File: config.mk
export PLATFORM = sky130hd
export DESIGN_NAME = attr_palette_fetch
export DESIGN_NICKNAME = d
export VERILOG_FILES = /design/src/rtl/attr_pkg.sv /design/src/rtl/attr_ram.sv /design/src/rtl/attr_palette_fetch.sv
export SDC_FILE = /design/constraint.sdc
export NUM_CORES = 1
export LEC_CHECK = 0
export ABC_AREA = 1
export CAP_MARGIN = 0
export CORE_MARGIN = 1.5
export CORE_UTILIZATION = 50
export CTS_BUF_LIST = sky130_fd_sc_hd__clkbuf_4 sky130_fd_sc_hd__clkbuf_8
export CTS_CLUSTER_SIZE = 24
export DETAILED_ROUTE_END_ITERATION = 12
export PLACE_DENSITY = 0.66
export SKIP_CTS_REPAIR_TIMING = 1
export SLEW_MARGIN = 30
export SYNTH_ARGS = -nofsm -noshare
export SYNTH_HDL_FRONTEND = slang
export SYNTH_HIERARCHICAL = 1
export SYNTH_SLANG_ARGS = --single-unit
File: constraint.sdc
create_clock -name clk -period 2.9 [get_ports clk]
set_input_delay 0.725 -clock clk [delete_from_list [all_inputs] [get_ports clk]]
set_output_delay 0.725 -clock clk [all_outputs]
set_load 0.01 [all_outputs]
File: src/rtl/attr_pkg.sv
// Shared constants, FSM state type and quadrant helper for the attribute palette fetch block.
package attr_pkg;

  localparam int ATTR_BYTES = 64;
  localparam int ATTR_AW    = 6;
  localparam int TILE_W     = 5;
  localparam int PAL_W      = 2;

  typedef enum logic {
    ST_INIT,
    ST_IDLE
  } attr_state_t;

  // Quadrant of a tile inside its 32x32-pixel attribute cell: {row bit1, col bit1}.
  function automatic logic [1:0] attr_quad(input logic [TILE_W-1:0] col,
                                           input logic [TILE_W-1:0] row);
    return {row[1], col[1]};
  endfunction

endpackage

File: src/rtl/attr_ram.sv
// Simple dual-port (one write, one read) synchronous RAM holding the attribute bytes.
// Contents are not reset; the owner initialises them with a write sweep.
module attr_ram #(
  parameter int DEPTH = 128,
  parameter int AW    = 7
) (
  input  logic          clk,
  input  logic          we,
  input  logic [AW-1:0] waddr,
  input  logic [7:0]    wdata,
  input  logic          re,
  input  logic [AW-1:0] raddr,
  output logic [7:0]    rdata
);

  logic [7:0] mem [DEPTH];

  // Write port: one byte per clock when enabled.
  always_ff @(posedge clk) begin
    if (we) mem[waddr] <= wdata;
  end

  // Read port: registered read data, held when not enabled.
  always_ff @(posedge clk) begin
    if (re) rdata <= mem[raddr];
  end

endmodule

File: src/rtl/attr_palette_fetch.sv
// Writable attribute-table store with a 2-stage tile -> palette-selector lookup pipeline.
// Build option ATTR_RDBACK_EN adds a raw-byte CPU read-back port sharing the RAM read port.
module attr_palette_fetch
  import attr_pkg::*;
#(
  parameter int         NUM_TABLES = 2,
  parameter logic [7:0] INIT_VAL   = 8'h00,
  parameter int         TS_W       = (NUM_TABLES > 1) ? $clog2(NUM_TABLES) : 1
) (
  input  logic               clk,
  input  logic               rst_n,
  input  logic               clr_req,
  output logic               busy,
  input  logic               rd_req,
  input  logic [TS_W-1:0]    rd_tbl,
  input  logic [TILE_W-1:0]  rd_col,
  input  logic [TILE_W-1:0]  rd_row,
  output logic               rd_vld,
  output logic [PAL_W-1:0]   rd_pal,
  input  logic               wr_en,
  input  logic [TS_W-1:0]    wr_tbl,
  input  logic [ATTR_AW-1:0] wr_addr,
`ifdef ATTR_RDBACK_EN
  input  logic               cpu_rd_en,
  input  logic [TS_W-1:0]    cpu_rd_tbl,
  input  logic [ATTR_AW-1:0] cpu_rd_addr,
  output logic [7:0]         cpu_rd_data,
  output logic               cpu_rd_vld,
`endif
  input  logic [7:0]         wr_data
);

  localparam int DEPTH = NUM_TABLES * ATTR_BYTES;
  localparam int AW    = TS_W + ATTR_AW;
  localparam logic [AW-1:0] LAST = AW'(DEPTH - 1);

  attr_state_t   state;
  logic [AW-1:0] cnt;
  logic          idle;

  logic          cpu_acc;
  logic          rd_acc;
  logic [AW-1:0] look_addr;
  logic [AW-1:0] ram_raddr;
  logic          raddr_ok;
  logic          ram_re;

  logic          user_we;
  logic [AW-1:0] user_waddr;
  logic          ram_we;
  logic [AW-1:0] ram_waddr;
  logic [7:0]    ram_wdata;
  logic [7:0]    ram_rdata;
  logic          byp;

  logic          s1_vld;
  logic          s1_zero;
  logic [1:0]    s1_q;
  logic          s1_byp;
  logic [7:0]    s1_bdata;
  logic [7:0]    s1_byte;

  // Table indices at or above NUM_TABLES have no storage behind them.
  function automatic logic tbl_ok(input logic [TS_W-1:0] t);
    return (int'(t) < NUM_TABLES);
  endfunction

  assign idle      = (state == ST_IDLE);
  assign look_addr = {rd_tbl, rd_row[4:2], rd_col[4:2]};

`ifdef ATTR_RDBACK_EN
  assign cpu_acc   = cpu_rd_en && idle;
  assign ram_raddr = cpu_acc ? {cpu_rd_tbl, cpu_rd_addr} : look_addr;
  assign raddr_ok  = cpu_acc ? tbl_ok(cpu_rd_tbl) : tbl_ok(rd_tbl);
`else
  assign cpu_acc   = 1'b0;
  assign ram_raddr = look_addr;
  assign raddr_ok  = tbl_ok(rd_tbl);
`endif

  // A CPU read owns the read port for its clock; the lookup it displaces is dropped.
  assign rd_acc = rd_req && idle && !cpu_acc;
  assign ram_re = (rd_acc || cpu_acc) && raddr_ok;

  assign user_we    = wr_en && idle && tbl_ok(wr_tbl);
  assign user_waddr = {wr_tbl, wr_addr};
  assign ram_we     = !idle || user_we;
  assign ram_waddr  = idle ? user_waddr : cnt;
  assign ram_wdata  = idle ? wr_data : INIT_VAL;

  // Same-clock write to the byte being read: hand the new data forward.
  assign byp = user_we && (user_waddr == ram_raddr);

  attr_ram #(
    .DEPTH (DEPTH),
    .AW    (AW)
  ) u_ram (
    .clk   (clk),
    .we    (ram_we),
    .waddr (ram_waddr),
    .wdata (ram_wdata),
    .re    (ram_re),
    .raddr (ram_raddr),
    .rdata (ram_rdata)
  );

  // Init sweep FSM: rewrite every entry with INIT_VAL, restartable by clr_req.
  always_ff @(posedge clk or negedge rst_n) begin
    if (!rst_n) begin
      state <= ST_INIT;
      cnt   <= '0;
      busy  <= 1'b1;
    end else begin
      case (state)
        ST_INIT: begin
          if (clr_req) begin
            cnt <= '0;
          end else if (cnt == LAST) begin
            state <= ST_IDLE;
            busy  <= 1'b0;
            cnt   <= '0;
          end else begin
            cnt <= cnt + 1'b1;
          end
        end
        ST_IDLE: begin
          if (clr_req) begin
            state <= ST_INIT;
            busy  <= 1'b1;
            cnt   <= '0;
          end
        end
        default: begin
          state <= ST_INIT;
          busy  <= 1'b1;
          cnt   <= '0;
        end
      endcase
    end
  end

  // Stage 1: RAM read in flight; capture quadrant, force-zero and bypass information.
  always_ff @(posedge clk or negedge rst_n) begin
    if (!rst_n) begin
      s1_vld   <= 1'b0;
      s1_zero  <= 1'b0;
      s1_q     <= 2'b00;
      s1_byp   <= 1'b0;
      s1_bdata <= 8'h00;
    end else begin
      s1_vld   <= rd_acc;
      s1_zero  <= !raddr_ok || (!cpu_acc && (rd_row[4:1] == 4'b1111));
      s1_q     <= attr_quad(rd_col, rd_row);
      s1_byp   <= byp;
      s1_bdata <= wr_data;
    end
  end

  assign s1_byte = s1_zero ? 8'h00 : (s1_byp ? s1_bdata : ram_rdata);

  // Stage 2: select the quadrant's 2 bits; rd_pal holds between valid results.
  always_ff @(posedge clk or negedge rst_n) begin
    if (!rst_n) begin
      rd_vld <= 1'b0;
      rd_pal <= '0;
    end else begin
      rd_vld <= s1_vld;
      if (s1_vld) rd_pal <= s1_byte[{s1_q, 1'b0} +: PAL_W];
    end
  end

`ifdef ATTR_RDBACK_EN
  // CPU read-back valid, one clock after an accepted cpu_rd_en.
  always_ff @(posedge clk or negedge rst_n) begin
    if (!rst_n) cpu_rd_vld <= 1'b0;
    else        cpu_rd_vld <= cpu_acc;
  end

  assign cpu_rd_data = cpu_rd_vld ? s1_byte : 8'h00;
`endif

endmodule
==> results_dict.tcl <==
set metrics [dict create \
    outcome "finished, final reports clean" \
    io-pin-count 35 \
    pre_cts_slack_ps -455.9 \
    finClkSkew_ps 37.67 \
    grt_pass1_vias 28140 \
    regToRegStartpoint "idle" \
    netlist-cell-type-count 28 \
    area_delta_synth_final_pct 15.05 \
    fin_crit_sh_pct 97.57 \
    slew_violations 0 \
    finalHoldViolCount 0 \
    relSlewSlack_pct 45.79 \
    critPathCaptureType "register" \
    grt_start_max_net_pins 87 \
    dp_hpwl_um 69550 \
    leakage_nw 18.94 \
    p_total_w 0.03041 \
    synth_cells 3764 \
    ir_drop_v 0.0004571 \
    antenna_found_initial 1 \
    maxCapViolations 0 \
    ant_nets 0 \
    design_area_um2 50120 \
    power.density_nw_per_um2 606.8 \
    worstHoldPathType "in -> async" \
    htree_levels 4 \
    hold_slack_ps 270.5 \
    synth_seq_cells 1057 \
    regArea_um2 31620 \
    start_util_pct 50.37 \
    clkTransAtPathRegs_ps 60 \
    dpl.cell_count 4995 \
    clk_latency_ps 820 \
    drive_above_1_share_pct 13.69 \
    instances_no_fill 5291 \
    routedWlPerCell_um 21.00 \
    grt_first_pass_wirelength_um 167600 \
    ys_warn_count 6 \
    worst-endpoint-required_ps 3320 \
    final_common_cell "nand2_1" \
    cp.arrival_ps 3240 \
    layout_common_cells "1274 x nand2_1, 1032 x edfxtp_1, 945 x nand3_1" \
    clockBufferDepth 3 \
    grt_use_total_pct 25.03 \
    post_dp_cell_area_um2 46950 \
    wirelength_um 111100 \
    cts_made_buffers 166 \
    fin_ws_ps 70.52 \
    worstMarginPinSlew_ps 810.2 \
    drt_iter0_markers 3238 \
    cts-root-buf "clkbuf_8" \
    firstDrtPassIters 6 \
    cts.sinks 1057 \
    fin_nets 4040 \
    fmax_ghz 0.3534 \
    synth_fp_nets 3796 \
    die_width_um 298.2 \
    fin_crit_ps 2829 \
    fill_cells 7067 \
    coreArea_um2 86480 \
    rows 108 \
    critPathLaunchType "register" \
    crit_type "reg -> reg" \
    die-area_um2 88910 \
    tritoncts "built" \
    drcViolationCount 0 \
    place_congestion 0.9189 \
    drt-vias-per-instance 5.509 \
    final-setup-viol-count 0 \
    die_h_um 298.2 \
    grt-ovfl-total 0 \
    synth_area_per_cell_um2 11.57 \
    startpoint "idle" \
    multiInputGateArea_um2 10350 \
    rsz0062_at_grt "true" \
    seq_area_frac_synth_pct 72.57 \
    syn_area_um2 43560 \
    path_max_fanout 9 \
    portBuffers 32 \
    dr_total_vias 29150 \
]
## per-stage QoR
step,setup TNS (ps),utilization (%)
3_5_place_dp,-191880,54.28
5_1_grt,-21.60,57.95
3_3_place_gp,-175970,54.28
4_1_cts,0,57.91
2_1_floorplan,0,-
6_report,0,57.95
## critical path, cell delays in order, from the launching register on
cell and delay (ps):
dfrtp_1 440, buf_4 200, o21ai_0 410, inv_1 170, nor3_1 300, nand2_1 180, buf_4 210, nor2_1 510
## final timing paths
kind / to / cells past startpoint / slack (ps)
worst min register to register: rd_vld / 0 / 390
min in group clk: s1_zero / 3 / 300
worst max-delay path: u_ram/mem[15][0] / 7 / 70
worst min-delay path: s1_bdata[4] / 2 / 270
worst max register to register: u_ram/mem[15][0] / 7 / 70
max in group asynchronous: busy / 2 / 2340
## cell families (layout without fill, tap and decap cells)
group | after synthesis | in the layout | share of synthesized area (%)
simple gates | 2381 | 2381 | 23.35
flops | 1057 | 1057 | 72.57
buf+inv | 302 | 673 | 3.737
compound gates | 19 | 19 | 0.2298
xor+xnor | 4 | 4 | 0.08041
fa+ha+maj | 1 | 1 | 0.02872
other cells | 0 | 1 | 0
## per-layer routing
metal  vias to the layer above  part of all wire (%)  GRT usage [%]
met5                         -                     0              0
met4                         0                   3.4          10.49
met3                       218                   8.0          4.171
met2                      1276                    47          40.02
met1                     13960                    41          34.15
li1                      13690                     -              -
## synthesized netlist by cell type
library cell,instances,area [um2]
or2_2,1,6.260
o21ai_0,9,45.04
nand3_2,3,30.03
edfxtp_1,1032,30990
buf_4,41,307.8
buf_2,122,610.6
o21bai_1,1,7.510
inv_2,4,15.01
ha_1,1,12.51
nor3_1,11,55.05
o21ai_1,1,5.000
o22ai_1,2,12.51
dfstp_2,1,26.28
a21oi_1,6,30.03
buf_6,24,270.3
nor2_1,140,525.5
dfrtp_1,24,600.6
nor2_2,2,12.51
nand2_1,1274,4782
nand3_1,945,4730
nand4_1,1,6.260
or2_1,1,6.260
inv_8,1,11.26
inv_1,62,232.7
xor2_1,4,35.03
nand2_2,3,18.77
buf_1,14,52.55
clkbuf_1,34,127.6
## layout make-up
type | instances | area share, %
Antenna cell | 1 | 0.004993
Clock buffer | 209 | 5.240
Clock inverter | 86 | 1.019
Inverter | 67 | 0.5941
Multi-Input combinational cell | 2405 | 20.66
Sequential cell | 1057 | 63.08
Tap cell | 1155 | 2.883
Timing Repair Buffer | 311 | 6.518
## sequential cells by signal, summed over array words and instances (netlist names)
| register | cells |
|---|---|
| idle | 1 |
| s1_byp | 1 |
| s1_q | 2 |
| cnt | 7 |
| rd_pal | 2 |
| s1_vld | 1 |
| u_ram/mem | 1024 |
| rd_vld | 1 |
| u_ram/rdata | 8 |
| s1_bdata | 8 |
| s1_zero | 1 |
| busy | 1 |
## power by group
part / internal, W / switching [W] / leakage [nW]
sequential: 0.0166 / 0.0000196 / 10.5
clock: 0.00624 / 0.00575 / 1.64
combinational: 0.000595 / 0.00124 / 6.75
total: 0.0234 / 0.00700 / 18.9
No activity file was read; power rests on OpenSTA's default activity.
